`config.mk`:
```
export PLATFORM = sky130hd
export DESIGN_NAME = note_sequencer
export DESIGN_NICKNAME = d
export VERILOG_FILES = /design/src/rtl/note_sequencer.sv
export SDC_FILE = /design/constraint.sdc
export NUM_CORES = 1
export LEC_CHECK = 0
export CORE_AREA = 2 2 149 114
export DETAILED_ROUTE_END_ITERATION = 10
export DIE_AREA = 0 0 151 116
export GPL_ROUTABILITY_DRIVEN = 0
export PLACE_DENSITY = 0.61
export SETUP_SLACK_MARGIN = 0.3
export SLEW_MARGIN = 15
export SYNTH_ARGS = -nofsm -noshare
export SYNTH_HDL_FRONTEND = slang
export SYNTH_SLANG_ARGS = --single-unit
export TNS_END_PERCENT = 5
```
`constraint.sdc`:
```
create_clock -name clk -period 8.2 [get_ports clk]
set_input_delay 0.82 -clock clk [delete_from_list [all_inputs] [get_ports clk]]
set_output_delay 0.82 -clock clk [all_outputs]
set_load 0.1 [all_outputs]
```
`src/rtl/note_sequencer.sv`:
```
// Record/playback note memory: captures notes one per strobe while idle and
// replays them one step every TICKS_PER_STEP clocks, either once or looping.
//
// state  | meaning
// S_IDLE | recording allowed, outputs held at zero
// S_PLAY | presenting slot step_idx, tick counter running
module note_sequencer #(
  parameter int DEPTH = 16,
  parameter int NOTE_W = 4,
  parameter int OCT_W = 2,
  parameter int TICKS_PER_STEP = 12_500_000,
  parameter logic [NOTE_W-1:0] REST_CODE = {NOTE_W{1'b1}},
  localparam int CW = $clog2(DEPTH + 1),
  localparam int IW = $clog2(DEPTH)
) (
  input  logic              clk,
  input  logic              reset,
  input  logic              note_valid,
  input  logic [NOTE_W-1:0] note_in,
  input  logic [OCT_W-1:0]  octave_in,
  input  logic              play_req,
  input  logic              stop_req,
  input  logic              clear,
  input  logic              loop_en,
  output logic [NOTE_W-1:0] note_out,
  output logic [OCT_W-1:0]  octave_out,
  output logic              note_active,
  output logic              playing,
  output logic [IW-1:0]     step_idx,
  output logic [CW-1:0]     count,
  output logic              full,
  output logic              step_done
);
  localparam int TW = $clog2(TICKS_PER_STEP);
  localparam logic [TW-1:0] TICK_LOAD = TW'(TICKS_PER_STEP - 1);
  localparam logic [CW-1:0] DEPTH_C = CW'(DEPTH);

  typedef enum logic {S_IDLE, S_PLAY} state_t;

  state_t            r_state;
  logic [NOTE_W-1:0] r_mem_note [DEPTH];
  logic [OCT_W-1:0]  r_mem_oct [DEPTH];
  logic [CW-1:0]     r_count;
  logic [IW-1:0]     r_step;
  logic [TW-1:0]     r_tick;
  logic [NOTE_W-1:0] r_note;
  logic [OCT_W-1:0]  r_oct;
  logic              r_active;

  logic              w_full;
  logic              w_tc;
  logic              w_last;
  logic              w_start;
  logic              w_wr;
  logic [IW-1:0]     w_next;
  logic [IW-1:0]     w_wr_idx;

  assign w_full   = (r_count == DEPTH_C);
  assign w_tc     = (r_state == S_PLAY) && (r_tick == '0);
  assign w_last   = ((CW'(r_step) + CW'(1)) == r_count);
  assign w_next   = w_last ? '0 : r_step + IW'(1);
  assign w_start  = (r_state == S_IDLE) && play_req && (r_count != '0);
  assign w_wr     = (r_state == S_IDLE) && !clear && !w_start && note_valid && !w_full;
  assign w_wr_idx = r_count[IW-1:0];

  // Note memory is deliberately not reset; count alone defines what is valid.
  always_ff @(posedge clk) begin
    if (w_wr) begin
      r_mem_note[w_wr_idx] <= note_in;
      r_mem_oct[w_wr_idx]  <= octave_in;
    end
  end

  always_ff @(posedge clk or negedge reset) begin
    if (!reset) begin
      r_state  <= S_IDLE;
      r_count  <= '0;
      r_step   <= '0;
      r_tick   <= '0;
      r_note   <= '0;
      r_oct    <= '0;
      r_active <= 1'b0;
    end else if (clear) begin
      r_state  <= S_IDLE;
      r_count  <= '0;
      r_step   <= '0;
      r_tick   <= '0;
      r_note   <= '0;
      r_oct    <= '0;
      r_active <= 1'b0;
    end else begin
      case (r_state)
        S_IDLE: begin
          if (w_start) begin
            r_state  <= S_PLAY;
            r_step   <= '0;
            r_tick   <= TICK_LOAD;
            r_note   <= r_mem_note[0];
            r_oct    <= r_mem_oct[0];
            r_active <= (r_mem_note[0] != REST_CODE);
          end else if (w_wr) begin
            r_count <= r_count + CW'(1);
          end
        end
        S_PLAY: begin
          if (stop_req || (w_tc && w_last && !loop_en)) begin
            r_state  <= S_IDLE;
            r_step   <= '0;
            r_tick   <= '0;
            r_note   <= '0;
            r_oct    <= '0;
            r_active <= 1'b0;
          end else if (w_tc) begin
            // w_next already wraps to slot 0, so looping adds no gap cycle
            r_tick   <= TICK_LOAD;
            r_step   <= w_next;
            r_note   <= r_mem_note[w_next];
            r_oct    <= r_mem_oct[w_next];
            r_active <= (r_mem_note[w_next] != REST_CODE);
          end else begin
            r_tick <= r_tick - TW'(1);
          end
        end
        default: r_state <= S_IDLE;
      endcase
    end
  end

  assign note_out    = r_note;
  assign octave_out  = r_oct;
  assign note_active = r_active;
  assign playing     = (r_state == S_PLAY);
  assign step_idx    = r_step;
  assign count       = r_count;
  assign full        = w_full;
  // An aborted step never reports completion, even on its last clock.
  assign step_done   = w_tc && !stop_req && !clear;
endmodule

```
==> results.md, run 1 <==
* Min Tclk post-route at 4.821 ns
* RSZ-0062 raised after global routing: no
* Max_slew headroom at 35.00%
* Number of diodes at 0
* Type of origin of the critical path: register
* Clock Latency Late Sink at 0.42 ns
* Die Ht at 116 um
* Vias in the first global route at 4168
* Synthesized area at 0.006330 mm^2
* All-Layer GR Usage at 19.04%
* Final worst-path cycle share at 58.80%
* Number of synthesized flops with an enable pin at 96
* CTS sink count at 137
* Worst-path clk slew at 0.06 ns
* Vias per inst at 5.915
* Final core occ at 46.54%
* Synthesized instance count at 518
* Fin nets at 565
* Via count at 4543
* WL final at 16010 um
* Root buffer cell: clkbuf_16
* Avg Synthesized Cell Area at 12.22 um^2
* PostCTS Resize Cnt at 0
* Peak Freq at 207.4 MHz
* Xor/xnor cell area share of the yosys netlist at 2.985%
* Main combinational cell family by area after synthesis: compound AO/OA/AOI/OAI gates
* Hold-fix buffers, CTS at 0
* Commonest non-fill, non-tap cell in the layout: edfxtp_1
* Largest net degree at the start of global routing at 42
* Hold Crit Class: reg2reg
* Compound-Gate Fraction of Synth Area at 13.70%
* Die area at 0.01752 mm^2
* Status: completed
* Post-Synth Simple-Gate Area at 13.20%
* Detailed placement HPWL at 11260 um
* Boundary Pins at 32
* LEAKAGE at 2.672 nW
* Ys async rst share at 29.93%
* Row count at 40
* Crit Path Max Fanout at 10
* TritonCTS clock tree: yes
* Post-CTS Setup Bufs at 0
* Final-layout fill cell count at 1431
* Hold Vio Cnt, Final at 0
* H-tree level count at 4
* CP required at 7.38 ns
* PD cells at 254.4 mW/mm^2
* Final cell count without fillers at 768
* CP Class: reg2out
* Number of slew-limit violations in the final report at 0
* Post-Route Skew at 0.01045 ns
* Wire per inst at 20.85 um
* CTS buffer count at 17
* Most used DFF post-synth: edfxtp_1
* Yosys reg bits at 137
* Worst EP arrival at 4.00 ns
* Worst-Margin Slew at 0.9719 ns
* Most frequent cells in the layout: edfxtp_1 (96), nor2_1 (58), nand2_1 (43), dfrtp_1 (41), clkdlybuf4s50_1 (30)
* Global route total overflow at 0
* Distinct cell type count after synthesis at 67
* CORE AREA at 0.01592 mm^2
* Area growth, synth to finish at 17.02%
* Layout cell share with drive strength beyond 1 at 9.677%
* Max_cap viols at 0
* Die W at 151 um
* YS warnings at 0
* First-pass GRT wire length at 24190 um
* Port-buffer cells at 31
* Initial Util at 39.77%
* Post-Synth Adder-Cell Area at 1.186%
* Syn Nets at 537
* Remaining DRCs at 0
* Worst VDD drop at 0.0001159 V
* Post-route ant nets at 0
* 1st-iter DRT viols at 501
* CTS max path bufs at 2
* Critical Path End Type: primary output
* TNS Setup at 0 ns
* Sequential area share after synthesis at 61.75%
* Initial antenna violation count at 0
* Placed cells at 737
* Drt first pass iters at 5
* Post-synthesis mux area share at 4.823%
* # setup viols final at 0
through the flow:
step / area [um^2] / power, mW / worst slack [ns] / hold slack [ns]
final: 7407 / 1.885 / 3.379 / 0.4972
after CTS: 7407 / 1.888 / 3.398 / 0.4963
after global placement: 6817 / 1.120 / 3.937 / 0.4852
after global routing: 7407 / 1.957 / 3.150 / 0.5254
after floorplan: 6330 / 1.043 / 2.672 / 0.4599
after detailed placement: 6817 / 1.127 / 3.886 / 0.4821
cell usage after synthesis (4+ instances only):
library cell	number	area (um^2)
nor2_1	58	217.7
mux2_2	6	67.56
clkbuf_1	17	63.81
nand2b_1	5	31.28
nand4_1	4	25.02
nor4_1	9	56.30
xor2_1	7	61.31
a211o_1	8	70.07
ha_1	6	75.07
edfxtp_1	96	2883
mux2i_1	17	170.2
o211ai_1	8	60.06
o221ai_1	5	43.79
xnor2_1	12	105.1
o32ai_1	5	43.79
a221oi_1	5	43.79
buf_2	5	25.02
a21oi_1	22	110.1
inv_1	10	37.54
nand2_1	43	161.4
dfrtp_1	41	1026
nor3_1	15	75.07
nand3_1	11	55.05
or4_1	4	30.03
o21ai_0	23	115.1
o31ai_1	5	37.54
o21ai_1	6	30.03
worst paths after layout:
kind / end / startpoint / depth (start not counted) / slack [ns]
min in group asynchronous: r_tick[8] / reset / 1 / 0.54
setup / recovery: step_done / r_tick[9] / 5 / 3.38
hold reg to reg: r_tick[17] / r_tick[17] / 1 / 0.50
setup reg to reg: note_out[0] / step_idx[0] / 10 / 3.87
max in group asynchronous: note_out[2] / reset / 1 / 7.09
hold / removal: r_tick[17] / r_tick[17] / 1 / 0.50
power by group:
group	total (mW)	switching, mW	internal (mW)
Clock	0.764	0.309	0.455
Combinational	0.315	0.211	0.103
Sequential	0.806	0.0333	0.773
Total	1.88	0.553	1.33
sequential cells by signal (all words and copies together), names as in the netlist:
name / cells
count: 5
note_active: 1
note_out: 4
octave_out: 2
playing: 1
r_mem_note: 64
r_mem_oct: 32
r_tick: 24
step_idx: 4
routing by layer:
metal | wire length, um | global-route usage, %
met5 | 0 | 0
met4 | 214 | 6.729
met3 | 1262 | 5.433
met2 | 6776 | 25.79
met1 | 7756 | 28.97
layout make-up:
class	count	area, um^2	share of cell area [%]
clock buffers	17	425.4	5.743
clock inverters	14	165.2	2.230
inverters	10	37.54	0.5068
multi-input cells	345	2272	30.68
flip-flops and latches	137	3909	52.77
well taps	210	262.8	3.547
repair buffers	35	335.3	4.527
worst max-delay path, stage by stage (launching register included):
cell             delay [ns]
dfrtp_1                0.42
or4_1                  0.69
nor4b_4                0.52
nand4_1                0.50
nor3_1                 0.28
clkdlybuf4s50_1        1.17
cell families after synthesis:
family / after synthesis
adder cells (fa/ha/maj): 6
buffers and inverters: 36
multiplexers: 26
flip-flops: 137
AO/OA/AOI/OAI: 122
AND/OR/NAND/NOR: 171
XOR/XNOR: 20
(Power assumes the default switching activity.)
==> run 2, diff against run 1 <==
==> constraint.sdc (replaced) <==
create_clock -name clk -period 4.5 [get_ports clk]
set_input_delay 0.45 -clock clk [delete_from_list [all_inputs] [get_ports clk]]
set_output_delay 0.45 -clock clk [all_outputs]
set_load 0.1 [all_outputs]
==> results.md, run 2 (synthesized netlist as in run 1, its figures left out) <==
* CORE AREA at 0.01592 mm^2
* LEAKAGE at 2.675 nW
* Detailed placement HPWL at 11730 um
* Most frequent CP cell: nor2_1
* Stages on worst setup path at 9
* Row count at 40
* Drt first pass iters at 5
* Max reg flops at 64
* Min Tclk post-route at 3.841 ns
* Worst-path clk slew at 0.06 ns
* Global route total overflow at 0
* Die area at 0.01752 mm^2
* Hold-fix buffers, CTS at 0
* H-tree level count at 4
* FF-to-FF Start: step_idx[1]
* Post-CTS Setup Bufs at 0
* Die Ht at 116 um
* Final cell count without fillers at 772
* Final core occ at 46.50%
* Commonest non-fill, non-tap cell in the layout: edfxtp_1
* CP required at 4.80 ns
* Total Power at 3.347 mW
* Critical Path End Type: register
* PostCTS Resize Cnt at 0
* Placement-stage cell area at 0.006850 mm^2
* R2R depth at 9
* Hold slack at 0.1737 ns
* Biggest registers after layout: r_mem_note (64), r_mem_oct (32), r_tick (24)
* Max_cap viols at 0
* Worst-Margin Slew at 0.9817 ns
* Peak Freq at 260.4 MHz
* Remaining DRCs at 0
* Type of origin of the critical path: register
* Initial antenna violation count at 0
* Worst EP arrival at 4.14 ns
* Post-Route Skew at 0.009916 ns
* Worst path bufs/invs at 0
* Cell Chain, Critical Path: ha_1 > xor2_1 > nor2_1 > and4_1 > nor2_1 > a221oi_1 > o32ai_1 > and4b_1 > o21ai_1
* CTS buffer count at 17
* Vias per inst at 5.943
* PD cells at 452.2 mW/mm^2
* Worst VDD drop at 0.0002238 V
* Max_slew headroom at 34.35%
* Area growth, synth to finish at 16.92%
* Finished Cell Area at 0.007401 mm^2
* Largest stage delay, worst path at 0.74 ns
* CTS max path bufs at 2
* All-Layer GR Usage at 20.25%
* Vias in the first global route at 4348
* Final worst-path cycle share at 85.36%
* First-pass GRT wire length at 25850 um
* WL final at 16890 um
* Crit Path Max Fanout at 16
* RSZ-0062 raised after global routing: no
* TNS Setup at 0 ns
* Hold Vio Cnt, Final at 0
* Post-route ant nets at 0
* Clock Latency Late Sink at 0.42 ns
* Root buffer cell: clkbuf_16
* Port-buffer cells at 31
* Die W at 151 um
* Largest net degree at the start of global routing at 42
* Initial Util at 39.77%
* Worst Slack Setup Final at 0.6590 ns
* Wire per inst at 21.88 um
* Number of diodes at 0
* Status: completed
* Via count at 4588
* Most flop-heavy register: r_mem_note
* 1st-iter DRT viols at 467
* Most frequent cells in the layout: edfxtp_1 (96), nor2_1 (58), nand2_1 (43), dfrtp_1 (41), clkdlybuf4s50_1 (29)
* CP Class: reg2reg
* Fin nets at 569
* Largest delay share family, worst path: simple AND/OR/NAND/NOR gates
* Final-layout fill cell count at 1369
* Number of slew-limit violations in the final report at 0
* TritonCTS clock tree: yes
* Layout cell share with drive strength beyond 1 at 10.50%
* Worst path slowest cell: and4_1
* R2r setup slk at 0.66 ns
* Placed cells at 741
* Pre-CTS setup slack at 0.6527 ns
* CTS sink count at 137
* Worst setup path start: step_idx[1]
* Hold Crit Class: in2async
* Boundary Pins at 32
* # setup viols final at 0
-- run 2: power by group --
part	internal [mW]	switching (mW)
Clock	0.758	0.536
Sequential	1.41	0.0622
Combinational	0.190	0.391
-- run 2: final cells by class --
type                       count  area, um^2  share of cell area, %
clock buffer                  17       425.4                  5.748
sequential                   137        3909                  52.81
inverter                      10       37.54                 0.5072
timing repair buffer          39       362.8                  4.903
clock inverter                14       125.1                  1.691
tap                          210       262.8                  3.550
multi-input combinational    345        2278                  30.79
-- run 2: worst paths after layout --
check                                    to
worst min register to register   r_tick[19]
worst max register to register  note_active
worst max-delay path            note_active
worst min-delay path              r_tick[9]
max in group asynchronous          count[0]
min in group clk                 r_tick[19]
-- run 2: routing by layer --
layer | part of all wire, % | vias to the layer above | global-route usage [%]
met2 | 43 | 264 | 29.42
met5 | 0 | - | 0
met1 | 45 | 2260 | 29.31
li1 | - | 2051 | -
met3 | 11 | 13 | 7.047
met4 | 0.92 | 0 | 4.735
==> run 3, diff against run 2 <==
--- a/config.mk
+++ b/config.mk
@@ -9,7 +9,7 @@
 export DETAILED_ROUTE_END_ITERATION = 10
 export DIE_AREA = 0 0 151 116
 export GPL_ROUTABILITY_DRIVEN = 0
-export PLACE_DENSITY = 0.61
+export PLACE_DENSITY = 0.63
 export SETUP_SLACK_MARGIN = 0.3
 export SLEW_MARGIN = 15
 export SYNTH_ARGS = -nofsm -noshare
==> constraint.sdc (replaced) <==
create_clock -name clk -period 3.4 [get_ports clk]
set_input_delay 0.34 -clock clk [delete_from_list [all_inputs] [get_ports clk]]
set_output_delay 0.34 -clock clk [all_outputs]
set_load 0.1 [all_outputs]
==> results.md, run 3 (synthesized netlist as in run 1, its figures left out) <==
* Stages on worst setup path at 10
* Type of origin of the critical path: register
* CP Class: reg2reg
* Hold Vio Cnt, Final at 0
* Largest stage delay, worst path at 0.44 ns
* Biggest registers after layout: r_mem_note (64), r_mem_oct (32), r_tick (24)
* CTS max path bufs at 2
* Worst EP arrival at 3.40 ns
* Multi-input gate area in the final layout at 0.002366 mm^2
* Layout cell share with drive strength beyond 1 at 17.92%
* Die W at 151 um
* Worst-path clk slew at 0.07 ns
* Drt first pass iters at 7
* LEAKAGE at 2.820 nW
* Final worst-path cycle share at 91.20%
* H-tree level count at 4
* WL final at 16890 um
* TNS Setup at 0 ns
* Final cell count without fillers at 796
* Detailed placement HPWL at 11790 um
* Finished Cell Area at 0.007696 mm^2
* Worst VDD drop at 0.0002985 V
* Row count at 40
* Peak Freq at 322.5 MHz
* Wire per inst at 21.22 um
* Fin nets at 592
* Hold Crit Class: in2async
* Hold-fix buffers, CTS at 0
* CTS sink count at 137
* Min Tclk post-route at 3.101 ns
* Remaining DRCs at 0
* Placed cells at 762
* R2R depth at 10
* Post-route ant nets at 0
* Clock Latency Late Sink at 0.42 ns
* R2r endpoint: note_out[2]
* Root buffer cell: clkbuf_16
* CTS buffer count at 17
* Max_cap viols at 0
* Total Power at 4.534 mW
* Port-buffer cells at 31
* Die area at 0.01752 mm^2
* Worst Slack Setup Final at 0.2991 ns
* All-Layer GR Usage at 20.30%
* PD cells at 589.2 mW/mm^2
* Crit Path Max Fanout at 10
* Initial Util at 39.77%
* Post-Route Skew at 0.01537 ns
* Worst path bufs/invs at 2
* Most frequent CP cell: buf_4
* Vias in the first global route at 4458
* # setup viols final at 0
* Pre-CTS setup slack at 0.1499 ns
* Die Ht at 116 um
* Cell Chain, Critical Path: ha_1 > xnor3_1 > buf_4 > and4_2 > buf_4 > a2111oi_1 > a211oi_1 > o32ai_2 > o21ai_0 > o211a_1
* First-pass GRT wire length at 26300 um
* Critical Path End Type: register
* CP required at 3.69 ns
* FF-to-FF Start: step_idx[1]
* Max reg flops at 64
* RSZ-0062 raised after global routing: yes
* Worst path slowest cell: dfrtp_2
* Final-layout fill cell count at 1383
* Boundary Pins at 32
* 1st-iter DRT viols at 493
* Register area at 0.003916 mm^2
* Initial antenna violation count at 0
* CORE AREA at 0.01592 mm^2
* Area growth, synth to finish at 21.59%
* Most frequent cells in the layout: edfxtp_1 (96), nor2_1 (53), nand2_1 (43), dfrtp_1 (35), buf_4 (31)
* Number of slew-limit violations in the final report at 0
* Placement-stage cell area at 0.007043 mm^2
* Most flop-heavy register: r_mem_note
* Vias per inst at 5.891
* Global route total overflow at 0
* Largest net degree at the start of global routing at 42
* Max_slew headroom at 34.23%
* Worst-Margin Slew at 0.9834 ns
* Number of diodes at 0
* Via count at 4689
* TritonCTS clock tree: yes
* R2r setup slk at 0.30 ns
* Commonest non-fill, non-tap cell in the layout: edfxtp_1
* Status: completed
* Largest delay share family, worst path: compound AO/OA/AOI/OAI gates
## run 3: changes by cell type in the layout (fill, tap and decap cells not counted), moves of 5 or more
cell     change
nor2_2       +5
dfrtp_1      -6
buf_4       +22
nor2_1       -5
inv_6        +5
dfrtp_2      +6
## run 3: routing by layer
layer / track usage (%) / up-vias / part of all wire, % / wire length (um)
met5: 0 / - / 0 / 0
met4: 5.234 / 0 / 1.2 / 202
met3: 5.787 / 24 / 7.6 / 1278
met2: 30.15 / 214 / 45 / 7621
met1: 29.46 / 2348 / 46 / 7790
li1: - / 2103 / - / -
## run 3: timing repair
item	in CTS	in global routing
resized for setup	6	13
pin swaps	1	0
endpoints found under the setup margin	23	49
setup buffers	2	0
## run 3: final cells by class
cell class,count,area share [%]
Clock inverter,13,1.691
Inverter,10,0.4877
Tap cell,210,3.414
Timing Repair Buffer,62,7.153
Clock buffer,19,5.625
Multi-Input combinational cell,345,30.74
Sequential cell,137,50.89
## run 3: power by group
part | internal, mW | switching [mW] | leakage, nW
Combinational | 0.294 | 0.527 | 1.14
Sequential | 1.86 | 0.0832 | 1.41
Clock | 1.03 | 0.741 | 0.270
## run 3: worst max-delay path by stage
stage                 from       endpoint  slack [ns]
3_5_place_dp     r_tick[9]     r_tick[15]        0.15
4_1_cts        step_idx[1]    note_out[1]        0.25
3_3_place_gp   step_idx[1]    note_out[1]        0.16
6_report       step_idx[1]    note_out[2]        0.30
2_1_floorplan  step_idx[2]  octave_out[0]        0.17
5_1_grt        step_idx[1]    note_out[1]        0.16
## run 3: through the flow
| stage | hold WS [ns] | util [%] |
|---|---|---|
| after global placement | 0.4745 | 44.25 |
| after global routing | 0.1302 | 48.36 |
| after floorplan | 0.04441 | - |
| final | 0.07399 | 48.36 |
| after detailed placement | 0.4832 | 44.25 |
| after CTS | 0.09254 | 48.05 |
